File: config.mk
export PLATFORM = sky130hd
export DESIGN_NAME = mc_ctrl
export DESIGN_NICKNAME = d
export VERILOG_FILES = /design/src/rtl/mc_pkg.sv /design/src/rtl/mc_decode.sv /design/src/rtl/mc_ctrl.sv
export SDC_FILE = /design/constraint.sdc
export NUM_CORES = 1
export LEC_CHECK = 0
export ABC_AREA = 1
export CAP_MARGIN = 5
export CORE_ASPECT_RATIO = 1.75
export CORE_UTILIZATION = 54
export CTS_CLUSTER_SIZE = 10
export DETAILED_ROUTE_END_ITERATION = 10
export PLACE_DENSITY_LB_ADDON = 0.08
export SLEW_MARGIN = 25
export SYNTH_ARGS = -nofsm -noshare
export SYNTH_HDL_FRONTEND = slang
export SYNTH_SLANG_ARGS = --single-unit
File: constraint.sdc
create_clock -name clk -period 3.63 [get_ports clk]
set_clock_uncertainty 0.2 [all_clocks]
set_input_delay 0.726 -clock clk [delete_from_list [all_inputs] [get_ports clk]]
set_output_delay 0.726 -clock clk [all_outputs]
set_load 0.02 [all_outputs]
File: src/rtl/mc_pkg.sv
`default_nettype none
// ============================================================================
// Module   : mc_pkg
// Purpose  : Shared encodings for the multi-cycle MIPS-subset controller:
//            FSM state codes, opcode/funct values, instruction-class indices
//            and the datapath mux/ALU select encodings.
// Ports    : none (package)
// Revision : 1.0 - initial release
// ============================================================================
package mc_pkg;

  // Controller states. Codes 5..7 are unused and recover to FETCH.
  typedef enum logic [2:0] {
    ST_FETCH  = 3'd0,
    ST_DECODE = 3'd1,
    ST_EXE    = 3'd2,
    ST_MEM    = 3'd3,
    ST_WB     = 3'd4
  } state_e;

  // Primary opcodes
  localparam logic [5:0] c_OP_RTYPE = 6'h00;
  localparam logic [5:0] c_OP_J     = 6'h02;
  localparam logic [5:0] c_OP_JAL   = 6'h03;
  localparam logic [5:0] c_OP_BEQ   = 6'h04;
  localparam logic [5:0] c_OP_ORI   = 6'h0D;
  localparam logic [5:0] c_OP_LUI   = 6'h0F;
  localparam logic [5:0] c_OP_LW    = 6'h23;
  localparam logic [5:0] c_OP_SW    = 6'h2B;

  // R-type funct codes
  localparam logic [5:0] c_FN_JR   = 6'h08;
  localparam logic [5:0] c_FN_ADDU = 6'h21;
  localparam logic [5:0] c_FN_SUBU = 6'h23;

  // One-hot instruction class bit positions
  localparam int c_CLS_W    = 11;
  localparam int c_CLS_ADDU = 0;
  localparam int c_CLS_SUBU = 1;
  localparam int c_CLS_ORI  = 2;
  localparam int c_CLS_LW   = 3;
  localparam int c_CLS_SW   = 4;
  localparam int c_CLS_LUI  = 5;
  localparam int c_CLS_BEQ  = 6;
  localparam int c_CLS_J    = 7;
  localparam int c_CLS_JAL  = 8;
  localparam int c_CLS_JR   = 9;
  localparam int c_CLS_NOP  = 10;

  // ALU operation select
  localparam logic [3:0] c_ALU_ADD = 4'b0000;
  localparam logic [3:0] c_ALU_SUB = 4'b0001;
  localparam logic [3:0] c_ALU_OR  = 4'b0010;

  // PC source select
  localparam logic [1:0] c_PC_PLUS4  = 2'b00;
  localparam logic [1:0] c_PC_BRANCH = 2'b01;
  localparam logic [1:0] c_PC_JUMP   = 2'b10;
  localparam logic [1:0] c_PC_REG    = 2'b11;

  // GPR write-register select
  localparam logic [1:0] c_RD_RT = 2'b00;
  localparam logic [1:0] c_RD_RD = 2'b01;
  localparam logic [1:0] c_RD_RA = 2'b10;

  // Immediate extension select
  localparam logic [1:0] c_EXT_ZERO = 2'b00;
  localparam logic [1:0] c_EXT_LUI  = 2'b01;
  localparam logic [1:0] c_EXT_SIGN = 2'b10;

endpackage
`default_nettype wire

File: src/rtl/mc_decode.sv
`default_nettype none
// ============================================================================
// Module   : mc_decode
// Purpose  : Purely combinational Op/Funct decoder producing a one-hot
//            instruction class. Anything unsupported maps to the NOP class.
// Ports    : op_i    [5:0]  opcode field
//            funct_i [5:0]  funct field (R-type only)
//            cls_o   [10:0] one-hot class, bit positions from mc_pkg
// Revision : 1.0 - initial release
// ============================================================================
module mc_decode
  import mc_pkg::*;
(
  input  logic [5:0]         op_i,
  input  logic [5:0]         funct_i,
  output logic [c_CLS_W-1:0] cls_o
);

  always_comb begin
    cls_o = '0;
    case (op_i)
      c_OP_RTYPE: begin
        case (funct_i)
          c_FN_ADDU: cls_o[c_CLS_ADDU] = 1'b1;
          c_FN_SUBU: cls_o[c_CLS_SUBU] = 1'b1;
          c_FN_JR:   cls_o[c_CLS_JR]   = 1'b1;
          default:   cls_o[c_CLS_NOP]  = 1'b1;
        endcase
      end
      c_OP_ORI: cls_o[c_CLS_ORI] = 1'b1;
      c_OP_LW:  cls_o[c_CLS_LW]  = 1'b1;
      c_OP_SW:  cls_o[c_CLS_SW]  = 1'b1;
      c_OP_LUI: cls_o[c_CLS_LUI] = 1'b1;
      c_OP_BEQ: cls_o[c_CLS_BEQ] = 1'b1;
      c_OP_J:   cls_o[c_CLS_J]   = 1'b1;
      c_OP_JAL: cls_o[c_CLS_JAL] = 1'b1;
      default:  cls_o[c_CLS_NOP] = 1'b1;
    endcase
  end

endmodule
`default_nettype wire

File: src/rtl/mc_ctrl.sv
`default_nettype none
// ============================================================================
// Module   : mc_ctrl
// Purpose  : Multi-cycle MIPS-subset control unit. Five-state FSM
//            (FETCH/DECODE/EXE/MEM/WB) driving datapath strobes and selects,
//            plus a 32-bit retired-instruction counter.
// Ports    : clk, reset (async, active-high)
//            Op, Funct       instruction fields from IR
//            Zero            ALU equality flag (used in EXE for beq only)
//            mem_ready       memory access completes this cycle
//            PCWrite/PCSrc, IRWrite, MemReq, MemWrite, RegWrite/RegDst,
//            MemtoReg, ALUSrc, ExtOp, ALUOp   datapath controls
//            State           current FSM state (debug)
//            InstrCnt        retired-instruction count
// Revision : 1.0 - initial release
// ============================================================================
module mc_ctrl
  import mc_pkg::*;
(
  input  logic        clk,
  input  logic        reset,
  input  logic [5:0]  Op,
  input  logic [5:0]  Funct,
  input  logic        Zero,
  input  logic        mem_ready,
  output logic        PCWrite,
  output logic [1:0]  PCSrc,
  output logic        IRWrite,
  output logic        MemReq,
  output logic        MemWrite,
  output logic        RegWrite,
  output logic [1:0]  RegDst,
  output logic        MemtoReg,
  output logic        ALUSrc,
  output logic [1:0]  ExtOp,
  output logic [3:0]  ALUOp,
  output logic [2:0]  State,
  output logic [31:0] InstrCnt
);

  state_e              state_q, state_d;
  logic [31:0]         cnt_q, cnt_d;
  logic [c_CLS_W-1:0]  w_cls;
  logic                w_retire;
  logic                w_pcw, w_irw, w_mreq, w_mw, w_rw;

  mc_decode u_decode (
    .op_i    (Op),
    .funct_i (Funct),
    .cls_o   (w_cls)
  );

  // Outputs depend on the current state and, in FETCH/MEM/EXE-beq, on the
  // same-cycle mem_ready/Zero inputs, so they are decoded combinationally
  // from the state register rather than registered.
  always_comb begin
    state_d  = ST_FETCH;
    w_retire = 1'b0;
    w_pcw    = 1'b0;
    w_irw    = 1'b0;
    w_mreq   = 1'b0;
    w_mw     = 1'b0;
    w_rw     = 1'b0;
    PCSrc    = c_PC_PLUS4;
    RegDst   = c_RD_RT;
    MemtoReg = 1'b0;
    ALUSrc   = 1'b0;
    ExtOp    = c_EXT_ZERO;
    ALUOp    = c_ALU_ADD;
    case (state_q)
      ST_FETCH: begin
        w_mreq = 1'b1;
        if (mem_ready) begin
          w_irw   = 1'b1;
          w_pcw   = 1'b1;
          state_d = ST_DECODE;
        end else begin
          state_d = ST_FETCH;
        end
      end
      ST_DECODE: begin
        if (w_cls[c_CLS_J] || w_cls[c_CLS_JAL]) begin
          w_pcw = 1'b1;
          PCSrc = c_PC_JUMP;
        end
        if (w_cls[c_CLS_JAL]) begin
          w_rw   = 1'b1;
          RegDst = c_RD_RA;
        end
        if (w_cls[c_CLS_JR]) begin
          w_pcw = 1'b1;
          PCSrc = c_PC_REG;
        end
        // Jumps and NOPs complete here; everything else needs the ALU.
        if (w_cls[c_CLS_J] || w_cls[c_CLS_JAL] || w_cls[c_CLS_JR] || w_cls[c_CLS_NOP]) begin
          w_retire = 1'b1;
          state_d  = ST_FETCH;
        end else begin
          state_d = ST_EXE;
        end
      end
      ST_EXE: begin
        if (w_cls[c_CLS_SUBU] || w_cls[c_CLS_BEQ]) begin
          ALUOp = c_ALU_SUB;
        end
        if (w_cls[c_CLS_ORI]) begin
          ALUOp  = c_ALU_OR;
          ALUSrc = 1'b1;
          ExtOp  = c_EXT_ZERO;
        end
        if (w_cls[c_CLS_LUI]) begin
          ALUSrc = 1'b1;
          ExtOp  = c_EXT_LUI;
        end
        if (w_cls[c_CLS_LW] || w_cls[c_CLS_SW]) begin
          ALUSrc = 1'b1;
          ExtOp  = c_EXT_SIGN;
        end
        if (w_cls[c_CLS_BEQ]) begin
          w_pcw    = Zero;
          PCSrc    = c_PC_BRANCH;
          w_retire = 1'b1;
          state_d  = ST_FETCH;
        end else if (w_cls[c_CLS_LW] || w_cls[c_CLS_SW]) begin
          state_d = ST_MEM;
        end else begin
          state_d = ST_WB;
        end
      end
      ST_MEM: begin
        w_mreq = 1'b1;
        w_mw   = w_cls[c_CLS_SW];
        if (!mem_ready) begin
          state_d = ST_MEM;
        end else if (w_cls[c_CLS_SW]) begin
          w_retire = 1'b1;
          state_d  = ST_FETCH;
        end else begin
          state_d = ST_WB;
        end
      end
      ST_WB: begin
        w_rw     = 1'b1;
        RegDst   = (w_cls[c_CLS_ADDU] || w_cls[c_CLS_SUBU]) ? c_RD_RD : c_RD_RT;
        MemtoReg = w_cls[c_CLS_LW];
        w_retire = 1'b1;
        state_d  = ST_FETCH;
      end
      default: state_d = ST_FETCH;
    endcase
  end

  assign cnt_d = w_retire ? (cnt_q + 32'd1) : cnt_q;

  always_ff @(posedge clk or posedge reset) begin
    if (reset) begin
      state_q <= ST_FETCH;
      cnt_q   <= '0;
    end else begin
      state_q <= state_d;
      cnt_q   <= cnt_d;
    end
  end

  // FETCH itself asserts MemReq, so strobes are also masked by reset
  // directly to keep them quiet for the whole time reset is held.
  assign PCWrite  = w_pcw  & ~reset;
  assign IRWrite  = w_irw  & ~reset;
  assign MemReq   = w_mreq & ~reset;
  assign MemWrite = w_mw   & ~reset;
  assign RegWrite = w_rw   & ~reset;
  assign State    = state_q;
  assign InstrCnt = cnt_q;

endmodule
`default_nettype wire

==> impl_metrics.json <==
{
  "outcome": "finished clean",
  "synth_cell_types": 26,
  "switchingPower_uw": 365.7,
  "min_path_type": "reg2reg",
  "worst_pin_slew_ns": 0.7890,
  "cts_buffers": 5,
  "start_util_pct": 56.67,
  "fillers": 407,
  "antenna_cells": 0,
  "synth_seq_cells": 35,
  "p_sw_share_pct": 34.15,
  "syn_area_sq_um": 2668,
  "p_int_uw": 705.3,
  "synth_ff_type": "dfrtp_1",
  "clkLatencyLatePin_ns": 0.29,
  "rows": 33,
  "tns_ns": 0,
  "peakVddDrop_v": 0.0002266,
  "dpl.hpwl_microns": 6073,
  "postSynthAreaPerCell_sq_um": 6.291,
  "cp_data_required_time_ns": 2.70,
  "synthArstFlopShare_pct": 100.0,
  "combPwrFrac_pct": 27.5,
  "synthCells": 424,
  "cap_violations": 0,
  "multi_input_area_sq_um": 1567,
  "rsz0062_at_grt": "false",
  "drc": 0,
  "overflow": 0,
  "dieArea_sq_um": 5236,
  "critPathKind": "in2out",
  "cts.sinks": 35,
  "hold_buffers": 0,
  "cts_tree": "built",
  "ys_top_cells_by_area": "dfrtp_1, nand2_1, nor2_1, nand3_1, xor2_1",
  "worst_setup_path_start_kind": "input pin",
  "synth.top_cell.area_share_pct": 32.83,
  "gr-usage-met1_pct": 33.43,
  "yosys-top-cells-count": "nand2_1, nor2_1, nand3_1",
  "critPathMaxFanout": 3,
  "synth-seq-area-share_pct": 32.83,
  "final_nets": 509,
  "grt_util_all_layers_pct": 33.43,
  "max_freq_mhz": 287.5,
  "grt_first_pass_wirelength_microns": 12600,
  "top_usage_layer": "met2",
  "min_period_ns": 3.478,
  "fin_crit_sh_pct": 95.82,
  "drtAntennaViolNets": 0,
  "pwr-share-seq_pct": 42.8,
  "fp.dieW_microns": 55.13,
  "seq_area_sq_um": 875.8,
  "viasPerCell": 5.350,
  "vias": 2916,
  "wl_microns": 7845,
  "firstDrtPassIters": 5,
  "io_buffers": 65,
  "p_clk_share_pct": 29.8,
  "yosysMostFrequentCell": "nand2_1",
  "power_density_nw_per_um2": 309.9,
  "root_buffer": "clkbuf_8",
  "antenna_found_initial": 0,
  "ctsHtreeMaxLevel": 2,
  "io_pins": 68,
  "area_growth_pct": 29.55,
  "finalSetupViolCount": 0,
  "hold_violations": 0,
  "place_inst": 537,
  "gr-usage-met3_pct": 5.153,
  "die_h_microns": 94.98,
  "maxSlewHeadroom_pct": 47.27,
  "yosys_warnings": 0,
  "clockBufferDepth": 2,
  "wl_per_cell_microns": 14.39,
  "gp_congestion": 0.9427,
  "instances_no_fill": 545,
  "grt_util_met2_pct": 60.14,
  "core_area_sq_um": 4707,
  "clkSlewWorstSetupHoldPaths_ns": 0.07,
  "synth_edf_count": 0,
  "setup.worst_path.end_class": "output pin",
  "arrival_ns": 2.55,
  "first_iter_violations": 87,
  "first_global_vias": 2865,
  "drive_gt1_share_pct": 5.882,
  "drv_slew": 0,
  "power.leakage_nw": 1.639,
  "finish.utilization_pct": 73.42,
  "synth.largest_area_cell": "dfrtp_1",
  "grt_max_degree": 36
}
[cells by family after synthesis]
kind of cell               share of synthesized area (%)
AOI/OAI and AO/OA                                  1.783
xor gates and xnor gates                           6.238
adders and majority gates                         0.4690
buffers and inverters                              8.584
DFF                                                32.83
other                                             0.1406
and+or+nand+nor                                    49.95
[worst paths after layout]
check,from,cells past startpoint,end,slack (ns)
max,Op[4],7,RegWrite,0.15
min reg2reg,InstrCnt[22],2,InstrCnt[22],0.37
min in group asynchronous,reset,3,InstrCnt[9],0.85
max in group asynchronous,reset,3,InstrCnt[11],2.04
min,InstrCnt[22],2,InstrCnt[22],0.37
max reg2reg,State[1],8,InstrCnt[6],1.21
[layout by cell type, fill, tap and decap left out, types with 3 or more instances in the layout]
| cell type | synthesis | layout |
|---|---|---|
| xor2_1 | 16 | 16 |
| o21ai_0 | 4 | 4 |
| nand2_1 | 167 | 167 |
| dlymetal6s2s_1 | 0 | 4 |
| inv_1 | 32 | 32 |
| inv_2 | 5 | 5 |
| nand3b_1 | 5 | 5 |
| clkbuf_8 | 0 | 7 |
| nand3_1 | 47 | 47 |
| xnor2_1 | 3 | 3 |
| nor3_1 | 11 | 11 |
| buf_4 | 5 | 6 |
| a21oi_1 | 4 | 4 |
| clkdlybuf4s50_1 | 0 | 61 |
| nor3_2 | 3 | 3 |
| nor2_1 | 67 | 67 |
| dfrtp_1 | 35 | 35 |
[state kept, by name, summed over array words and instances (netlist names)]
name,flops
InstrCnt,32
State,3
[stage by stage]
stage	setup WS (ns)	area, sq um	total power [mW]	hold slack, ns
final	0.1516	3456	1.071	0.3703
after floorplan	0.7252	2671	0.6437	0.4489
after CTS	0.01329	3446	1.073	0.3676
after global routing	0.05509	3456	1.122	0.4041
after detailed placement	0.01218	3346	0.7582	0.3474
after global placement	0.07185	3346	0.7548	0.3433
[layout make-up]
cell class              count  area share [%]
flip-flops and latches     35           25.34
repair buffers             71           20.42
well taps                  52           1.883
multi-input cells         341           45.33
clock buffers               8           2.896
inverters                  38           4.127
[power by group through the flow]
stage	combinational (mW)	clock [mW]	sequential (mW)
global route	0.325	0.333	0.464
floorplan	0.154	0	0.490
finish	0.294	0.319	0.458
detailed placement	0.294	0	0.465
CTS	0.295	0.321	0.457
global placement	0.291	0	0.464
[worst max-delay path, cell delays in order]
cell and delay (ns):
clkdlybuf4s50_1 0.49, nor2_4 0.15, nand2_1 0.10, nor3_1 0.27
inv_1 0.07, a21oi_1 0.12, clkdlybuf4s50_1 0.62
[metal layers]
layer | vias up | wire length, microns
met3 | 30 | 295
li1 | 1456 | -
met5 | - | 0
met2 | 95 | 4378
met4 | 0 | 392
met1 | 1335 | 2778
[repair_timing]
action / 4_1_cts / 5_1_grt
endpoints found under the setup margin: 0 / 4
setup buffers: 0 / 0
gates resized for setup: 0 / 4
No activity file was read; power rests on OpenSTA's default activity.
